[config.mk]
export PLATFORM = sky130hd
export DESIGN_NAME = qpsk_tx_sched
export DESIGN_NICKNAME = d
export VERILOG_FILES = /design/src/rtl/qpsk_pkg.sv /design/src/rtl/sym_tick_gen.sv /design/src/rtl/qpsk_tx_sched.sv
export SDC_FILE = /design/constraint.sdc
export NUM_CORES = 1
export LEC_CHECK = 0
export BUFFER_PORTS_ARGS = -buffer_cell sky130_fd_sc_hd__buf_2
export CORE_MARGIN = 4
export CORE_UTILIZATION = 50
export DETAILED_ROUTE_END_ITERATION = 12
export PLACE_DENSITY = 0.71
export SYNTH_ARGS = -nofsm -noshare
export SYNTH_HDL_FRONTEND = slang
export SYNTH_SLANG_ARGS = --single-unit
[constraint.sdc]
create_clock -name clk -period 2 [get_ports clk]
set_input_delay 0.1 -clock clk [delete_from_list [all_inputs] [get_ports clk]]
set_output_delay 0.1 -clock clk [all_outputs]
set_load 0.02 [all_outputs]
[src/rtl/qpsk_pkg.sv]
// Shared types and helpers for the QPSK transmit scheduler.
package qpsk_pkg;

  typedef enum logic [2:0] {
    ST_IDLE = 3'd0,
    ST_SYNC = 3'd1,
    ST_PRE  = 3'd2,
    ST_DATA = 3'd3,
    ST_DONE = 3'd4
  } state_e;

  localparam logic [1:0] PH_0   = 2'd0;
  localparam logic [1:0] PH_90  = 2'd1;
  localparam logic [1:0] PH_180 = 2'd2;
  localparam logic [1:0] PH_270 = 2'd3;

  // Gray dibit {I,Q} to quarter-period phase offset.
  function automatic logic [1:0] gray_phase(input logic [1:0] dibit);
    logic [1:0] ph;
    ph = PH_0;
    case (dibit)
      2'b00:   ph = PH_0;
      2'b01:   ph = PH_90;
      2'b11:   ph = PH_180;
      2'b10:   ph = PH_270;
      default: ph = PH_0;
    endcase
    return ph;
  endfunction

  // Preamble alternates 0,180,0,180,... starting at 0.
  function automatic logic [1:0] pre_phase(input logic odd_sym);
    return odd_sym ? PH_180 : PH_0;
  endfunction

endpackage

[src/rtl/sym_tick_gen.sv]
// Symbol tick counter modulo P_CYC; flags are registered and describe the current count.
module sym_tick_gen #(
  parameter int unsigned P_CYC = 8
) (
  input  logic clk,
  input  logic rst_n,
  input  logic clr,
  output logic sym_first,
  output logic sym_last
);

  localparam int unsigned CNT_W = (P_CYC > 1) ? $clog2(P_CYC) : 1;

  logic [CNT_W-1:0] cnt;
  logic [CNT_W-1:0] cnt_nxt;

  always_comb begin
    cnt_nxt = (cnt == CNT_W'(P_CYC - 1)) ? '0 : cnt + CNT_W'(1);
    if (clr) cnt_nxt = '0;
  end

  always_ff @(posedge clk or negedge rst_n) begin
    if (!rst_n) begin
      cnt       <= '0;
      sym_first <= 1'b1;
      sym_last  <= 1'b0;
    end else begin
      cnt       <= cnt_nxt;
      sym_first <= (cnt_nxt == '0);
      sym_last  <= (cnt_nxt == CNT_W'(P_CYC - 1));
    end
  end

endmodule

[src/rtl/qpsk_tx_sched.sv]
// QPSK symbol scheduler driving the 4-phase carrier generator.
// Optional preamble: define QPSK_TX_SCHED_PREAMBLE_EN.
module qpsk_tx_sched
  import qpsk_pkg::*;
#(
  parameter int unsigned SPS_CYC = 2,
  parameter int unsigned PRE_LEN = 8,
  parameter int unsigned LEN_W   = 8
) (
  input  logic             clk,
  input  logic             rst_n,
  input  logic             start,
  input  logic [LEN_W-1:0] frame_len,
  input  logic             in_valid,
  input  logic [1:0]       in_dibit,
  output logic             in_ready,
  output logic             car_en,
  output logic             car_sync,
  output logic [1:0]       car_phase,
  output logic             sym_stb,
  output logic             busy,
  output logic             done,
  output logic             underrun
);

  localparam int unsigned P = 4 * SPS_CYC;

  state_e           state;
  logic [LEN_W-1:0] len_q;
  logic [LEN_W-1:0] data_cnt;
  logic             sym_first;
  logic             sym_last;
  logic             tick_clr;
  logic [1:0]       data_ph_c;
  logic             miss_c;

`ifdef QPSK_TX_SCHED_PREAMBLE_EN
  localparam int unsigned PRE_W = $clog2(PRE_LEN + 1);
  logic [PRE_W-1:0] pre_cnt;
`else
  // PRE_LEN only shapes the preamble, so nothing is built from it here.
  if (PRE_LEN == 0) begin : g_no_pre
  end
`endif

  // Counter is held at 0 outside a frame so the first symbol lines up with SYNC+1.
  assign tick_clr = (state == ST_IDLE) || (state == ST_DONE);

  sym_tick_gen #(.P_CYC(P)) u_tick (
    .clk       (clk),
    .rst_n     (rst_n),
    .clr       (tick_clr),
    .sym_first (sym_first),
    .sym_last  (sym_last)
  );

  // Phase of the data symbol that starts on the next cycle; a missing dibit sends 0.
  assign miss_c    = in_ready && !in_valid;
  assign data_ph_c = (in_ready && in_valid) ? gray_phase(in_dibit) : PH_0;

  always_ff @(posedge clk or negedge rst_n) begin
    if (!rst_n) begin
      state     <= ST_IDLE;
      len_q     <= '0;
      data_cnt  <= '0;
      in_ready  <= 1'b0;
      car_en    <= 1'b0;
      car_sync  <= 1'b0;
      car_phase <= PH_0;
      sym_stb   <= 1'b0;
      busy      <= 1'b0;
      done      <= 1'b0;
      underrun  <= 1'b0;
`ifdef QPSK_TX_SCHED_PREAMBLE_EN
      pre_cnt   <= '0;
`endif
    end else begin
      sym_stb  <= 1'b0;
      car_sync <= 1'b0;
      done     <= 1'b0;
      case (state)
        ST_IDLE: begin
          in_ready  <= 1'b0;
          car_en    <= 1'b0;
          car_phase <= PH_0;
          if (start) begin
            busy     <= 1'b1;
            underrun <= 1'b0;
            if (frame_len == '0) begin
              state <= ST_DONE;
              done  <= 1'b1;
            end else begin
              len_q    <= frame_len;
              state    <= ST_SYNC;
              car_sync <= 1'b1;
`ifndef QPSK_TX_SCHED_PREAMBLE_EN
              in_ready <= 1'b1;
`endif
            end
          end
        end

        ST_SYNC: begin
          car_en   <= 1'b1;
          sym_stb  <= 1'b1;
          in_ready <= 1'b0;
`ifdef QPSK_TX_SCHED_PREAMBLE_EN
          state     <= ST_PRE;
          car_phase <= pre_phase(1'b0);
          pre_cnt   <= PRE_W'(1);
`else
          state     <= ST_DATA;
          car_phase <= data_ph_c;
          underrun  <= underrun | miss_c;
          data_cnt  <= LEN_W'(1);
`endif
        end

`ifdef QPSK_TX_SCHED_PREAMBLE_EN
        ST_PRE: begin
          if (sym_first) begin
            sym_stb <= 1'b1;
            if (pre_cnt == PRE_W'(PRE_LEN)) begin
              state     <= ST_DATA;
              in_ready  <= 1'b0;
              car_phase <= data_ph_c;
              underrun  <= underrun | miss_c;
              data_cnt  <= LEN_W'(1);
            end else begin
              car_phase <= pre_phase(pre_cnt[0]);
              pre_cnt   <= pre_cnt + PRE_W'(1);
            end
          end else if (sym_last) begin
            in_ready <= (pre_cnt == PRE_W'(PRE_LEN));
          end
        end
`endif

        ST_DATA: begin
          if (sym_first) begin
            in_ready <= 1'b0;
            if (data_cnt == len_q) begin
              state     <= ST_DONE;
              done      <= 1'b1;
              car_en    <= 1'b0;
              car_phase <= PH_0;
            end else begin
              sym_stb   <= 1'b1;
              car_phase <= data_ph_c;
              underrun  <= underrun | miss_c;
              data_cnt  <= data_cnt + LEN_W'(1);
            end
          end else if (sym_last) begin
            in_ready <= (data_cnt != len_q);
          end
        end

        ST_DONE: begin
          state     <= ST_IDLE;
          busy      <= 1'b0;
          in_ready  <= 1'b0;
          car_en    <= 1'b0;
          car_phase <= PH_0;
        end

        default: state <= ST_IDLE;
      endcase
    end
  end

endmodule

Yosys cells after proc, flatten, opt, wreduce, memory -nomap -nowiden
Index checks and enable logic that the tools add are counted.
- $add $sub $neg: 2
- shifts and indexed selects: 0
- magnitude comparators: 0
- muxes and demuxes: 38
- multiply operators: 0
- bitwise operators: 2
- div/mod/pow operators: 0
- reduce and logical (&&, ||, !) cells: 23
- equal/unequal tests: 15
- operator list (kind ; number):
    $mux 3 ; 6
    $mux 1 ; 17
    $mux 8 ; 2
    $pmux 8 s2 ; 1
    $reduce_and 3->1 ; 4
    $eq 3x3->1 const B ; 3
    $pmux 1 s3 ; 3
    $pmux 3 s3 ; 1
    $reduce_bool 3->1 ; 3
    $add 8x1->8 const B ; 1
    $eq 8x8->1 ; 1
    $logic_not 8->1 ; 1
    $ne 8x8->1 ; 1
    $pmux 2 s4 ; 1
    $logic_not 3->1 ; 2
    $mux 2 ; 3
    $ne 2x2->1 const B ; 3
    $pmux 1 s2 ; 3
    $pmux 2 s3 ; 1
    $reduce_and 2->1 ; 3
    $eq 2x2->1 const B ; 2
    $reduce_and 4->1 ; 1
    $reduce_bool 2->1 ; 2
    $reduce_or 2->1 ; 2
    12 further kinds ; 13
- memories: 0
- word-level logic and storage cells: 94
- RAM bits: 0
- ROM bits: 0
- register bits: 33
- bits in latches: 0
- input port bits: 14

Logic depth before layout (Yosys ltp)
- depth in word-level cells: 6
- gate-level depth with buffers: 7
- gate-level depth less buffers: 5

By module
A second synthesis with hierarchy kept.
- cells, all modules: 159
- area total of the unflattened synthesis: 1712.9 µm²
- by module, submodules not included (module ; cells an instance ; area an instance (µm²) ; instances):
    qpsk_tx_sched ; 145 ; 1519.0 ; 1
    sym_tick_gen ; 14 ; 193.9 ; 1

Worst setup path before layout
No wires, ideal clock.
- path kind: register to register
- from: register u_tick.sym_first
- to: register data_cnt[4]
- path slack: 292 ps
- path buffers: 1
- stages on the path, launching flop included: 6
- arrival: 1587 ps
- cell sequence: dfstp_2 -> clkbuf_1 -> nand2_1 -> a211oi_1 -> mux2_1 -> a22o_1
- cells in the longest elaborated chain, start to end: 2
- RTL lines (what ; RTL line ; text):
    from (decl) ; sym_tick_gen.sv:8 ; output logic sym_first,
    from (signal assigned) ; sym_tick_gen.sv:29 ; sym_first <= (cnt_nxt == '0);
    $ne 2x1->1 (no source line) ; -- ;
    $reduce_and 3->1 (no source line) ; -- ;
    to (signal assigned) ; qpsk_tx_sched.sv:151 ; data_cnt <= data_cnt + LEN_W'(1);
    to (decl) ; qpsk_tx_sched.sv:30 ; logic [LEN_W-1:0] data_cnt;
No other way between the ends.
A chain may end at the register's enable or synchronous reset.

Final worst setup path
- from: register data_cnt[2]
- to: register car_en
- cells in the longest elaborated chain, start to end: 3
- RTL lines (what ; RTL line ; text):
    $eq 8x8->1 ; qpsk_tx_sched.sv:142 ; if (data_cnt == len_q) begin
    $ne 2x2->1 (no source line) ; -- ;
    $reduce_and 3->1 (no source line) ; -- ;
    to (signal assigned) ; qpsk_tx_sched.sv:104 ; car_en <= 1'b1;
    to (signal assigned) ; qpsk_tx_sched.sv:145 ; car_en <= 1'b0;
    to (signal assigned) ; qpsk_tx_sched.sv:162 ; car_en <= 1'b0;
    to (decl) ; qpsk_tx_sched.sv:17 ; output logic car_en,
No other way between the ends.

==> qor.csv <==
stage,metric,value,unit
status,status,finished clean,
die,die_h,66.45,um
die,core-area,0.003153,sq mm
placed_design,port_buffers,22,
cells_and_area,drive_gt1_frac,0.2172,
synthesis,synth_largest_area_cell,dfrtp_1,
synthesis,synth_top_family_by_area,simple AND/OR/NAND/NOR gates,
synthesis,synthMuxAreaShare,0.06447,
clock_tree,clock_latency,340,ps
synthesis,synthSimpleGateAreaFrac,0.2000,
synthesis,synth-edff-count,0,
synthesis,syn_nets,182,
clock_tree,cts_root_buf,clkbuf_4,
drt,drt_iter0_drc,81,
clock_tree,clockBufferDepth,2,
synthesis,ys_ff_latch,33,
synthesis,netlist_instances,163,
drt,via_per_inst,5.525,
setup_path,critical_path_class,reg2reg,
die,die-area,0.004415,sq mm
setup_path,arrival,2030,ps
die,num_rows,20,
drt,drc,0,
power_and_ir_drop,ir_worst_vdd,0.0004361,V
cells_and_area,utilization,0.6385,
drt,wirelength,3552,um
drt,firstDrtPassIters,4,
synthesis,avgSynthCellArea,10.48,sq um
synthesis,synth.area.top_cells,"dfrtp_1, mux2_1, nand2_1",
setup_path,critical_path_required,2190,ps
synthesis,synth-compound-area-share,0.1333,
cells_and_area,antenna_cells,0,
synthesis,synth_xor_area_frac,0.04542,
placed_design,gp_congestion,0.8393,
worst_hold_path,min_from,in_dibit[1],
sta,slew_headroom,0.5279,
global_routing,antenna_found_initial,0,
synthesis,synth-adder-area-share,0.03663,
setup_path,r2r_start,data_cnt[2],
sta,hold_viol,0,
synthesis,synth_top_area_share,0.4689,
synthesis,synth_flop_cell,dfrtp_1,
clock_tree,h-tree-depth,2,
job,cap_violations,0,
sta,worst_pin_slew,708.1,ps
clock_tree,cts.sinks,33,
drt,avgRoutedWirePerCell,14.68,um
die,dieWidth,66.45,um
setup_path,path_delay_family,simple AND/OR/NAND/NOR gates,
sta,post-route-period-util,0.9176,
worst_hold_path,hold_class,in2reg,
global_routing,grt_pass1_vias,1361,
sta,rsz0062_at_grt,no,
cells_and_area,layout.nets,216,
cells_and_area,area_growth_syn_to_layout,17.88,%
synthesis,ys_seq_area_frac,0.4842,
sta,finalSetupViolations,0,
global_routing,grt_overflow_total,0,
sta,skew,18.56,ps
synthesis,syn_area,0.001708,sq mm
clock_tree,cts_tree,built,
setup_path,crit_fanout,7,
clock_tree,clkTransAtPathRegs,110,ps
power_and_ir_drop,p_leak,0.9744,nW
sta,maxSlewViolCount,0,
synthesis,ys_types,45,
setup_path,crit_path_start,data_cnt[2],
die,start_util,0.5417,
global_routing,grt_max_degree,34,
setup_path,slowest_delay,480,ps
clock_tree,cts_setup_buffers,0,
setup_path,path_cells,xor2_2 > nor4_2 > nand2_1 > nor3_2 > a2111oi_0,
sta,layout_setup_ws,164.7,ps
die,ios,23,
setup_path,critPathBufInv,0,
clock_tree,cts_buffers,5,
global_routing,track_usage,0.1937,
placed_design,dp_hpwl,2544,um
global_routing,grt_pass1_wl,6375,um
setup_path,end_kind,register,
sta,fmax,544.9,MHz
synthesis,yosysWarnings,0,
setup_path,slowest_stage,dfrtp_1,
sta,period_minus_slack,1835,ps
placed_design,pre_cts_ws,223.3,ps
drt,vias,1337,
sta,tns,0,ps
power_and_ir_drop,cellPowerDensity,559.6,mW/mm^2
synthesis,async_reset_ff_frac,1.000,
setup_path,cp-start-kind,register,
drt,ant_nets,0,
cells_and_area,n_fill_cell,283,
==> worst paths after layout <==
| check | slack (ps) | cells after the start | endpoint |
|---|---|---|---|
| min reg2reg | 480 | 1 | u_tick.cnt[0] |
| max | 160 | 5 | car_en |
| min in group asynchronous | 340 | 2 | data_cnt[1] |
| max in group asynchronous | 1190 | 2 | u_tick.cnt[2] |
| max reg2reg | 160 | 5 | car_en |
| min | 100 | 3 | car_phase[0] |
==> per-layer routing <==
| layer | part of all wire | vias up | track usage |
|---|---|---|---|
| met4 | 0.017 | 0 | 0.05584 |
| met5 | 0 | - | 0 |
| met1 | 0.45 | 632 | 0.2454 |
| met2 | 0.49 | 43 | 0.3123 |
| li1 | - | 656 | - |
| met3 | 0.045 | 6 | 0.06633 |
==> cells in the mapped netlist (all sizes together) (2+ instances only) <==
master  count
ha          5
o211ai      3
nand2      20
mux2        8
mux2i       2
o21ai       8
a21oi       6
o41ai       3
nand3       6
a21o        2
a22o        2
dfrtp      32
nor3        4
nor4        3
nor2       12
inv         4
a211oi      2
xor2        8
or4         2
a22oi       2
buf         3
nor2b       4
clkbuf      5
and2        2
and3        2
==> kinds of logic (layout without fill, tap and decap cells) <==
group | after synthesis | in the layout
compound gates | 33 | 33
xor+xnor | 8 | 8
fa+ha+maj | 5 | 5
buf+inv | 12 | 47
flops | 33 | 33
mux | 10 | 10
simple gates | 62 | 62
==> worst reg2reg max path, stage by stage (launching register included) <==
cell,delay [ps]
dfrtp_1,480
xor2_2,180
nor4_2,420
nand2_1,200
nor3_2,300
a2111oi_0,110
==> final cells by class <==
type                            instances  area, sq um  share of cell area
Clock inverter                          1        7.507            0.003729
Tap cell                               44        55.05             0.02735
Sequential cell                        33        827.0              0.4108
Clock buffer                            7        55.05             0.02735
Multi-Input combinational cell        118        820.8              0.4077
Inverter                                4        15.01            0.007458
Timing Repair Buffer                   35        232.7              0.1156
==> state kept, by name, indices dropped and copies added (netlist names) <==
name / flops
busy: 1
u_tick.sym_first: 1
data_cnt: 8
car_en: 1
state: 3
underrun: 1
car_sync: 1
sym_stb: 1
car_phase: 2
u_tick.sym_last: 1
in_ready: 1
done: 1
len_q: 8
u_tick.cnt: 3
==> power breakdown <==
part | switching [mW] | internal [mW]
Combinational | 0.0304 | 0.0282
Clock | 0.225 | 0.172
Sequential | 0.00129 | 0.670
Total | 0.257 | 0.870
==> layout by cell type (no fill, tap or decap), drive strengths merged, types with 5 or more instances in the layout <==
master / instances
mux2: 8
o21ai: 8
ha: 5
nand3: 6
buf: 25
dfrtp: 32
dlygate4sd3: 10
nor2: 12
clkbuf: 7
xor2: 8
nand2: 20
a21oi: 6
==> per-stage QoR <==
step           cells  hold slack [ps]  total power [mW]  cell area [sq um]
3_3_place_gp     224            188.7            0.7267               1849
3_5_place_dp     224            193.9            0.7286               1849
5_1_grt          242            90.39             1.191               2013
4_1_cts          242            85.02             1.143               2012
6_report         242            97.07             1.127               2013
2_1_floorplan    163           -195.6            0.6955               1708
==> what timing repair did <==
action	4_1_cts	5_1_grt
hold buffers	10	0
gates resized for setup	0	1
setup endpoints to repair	0	1
endpoints found under the hold margin	41	0
Power figures use the tool's default switching activity.
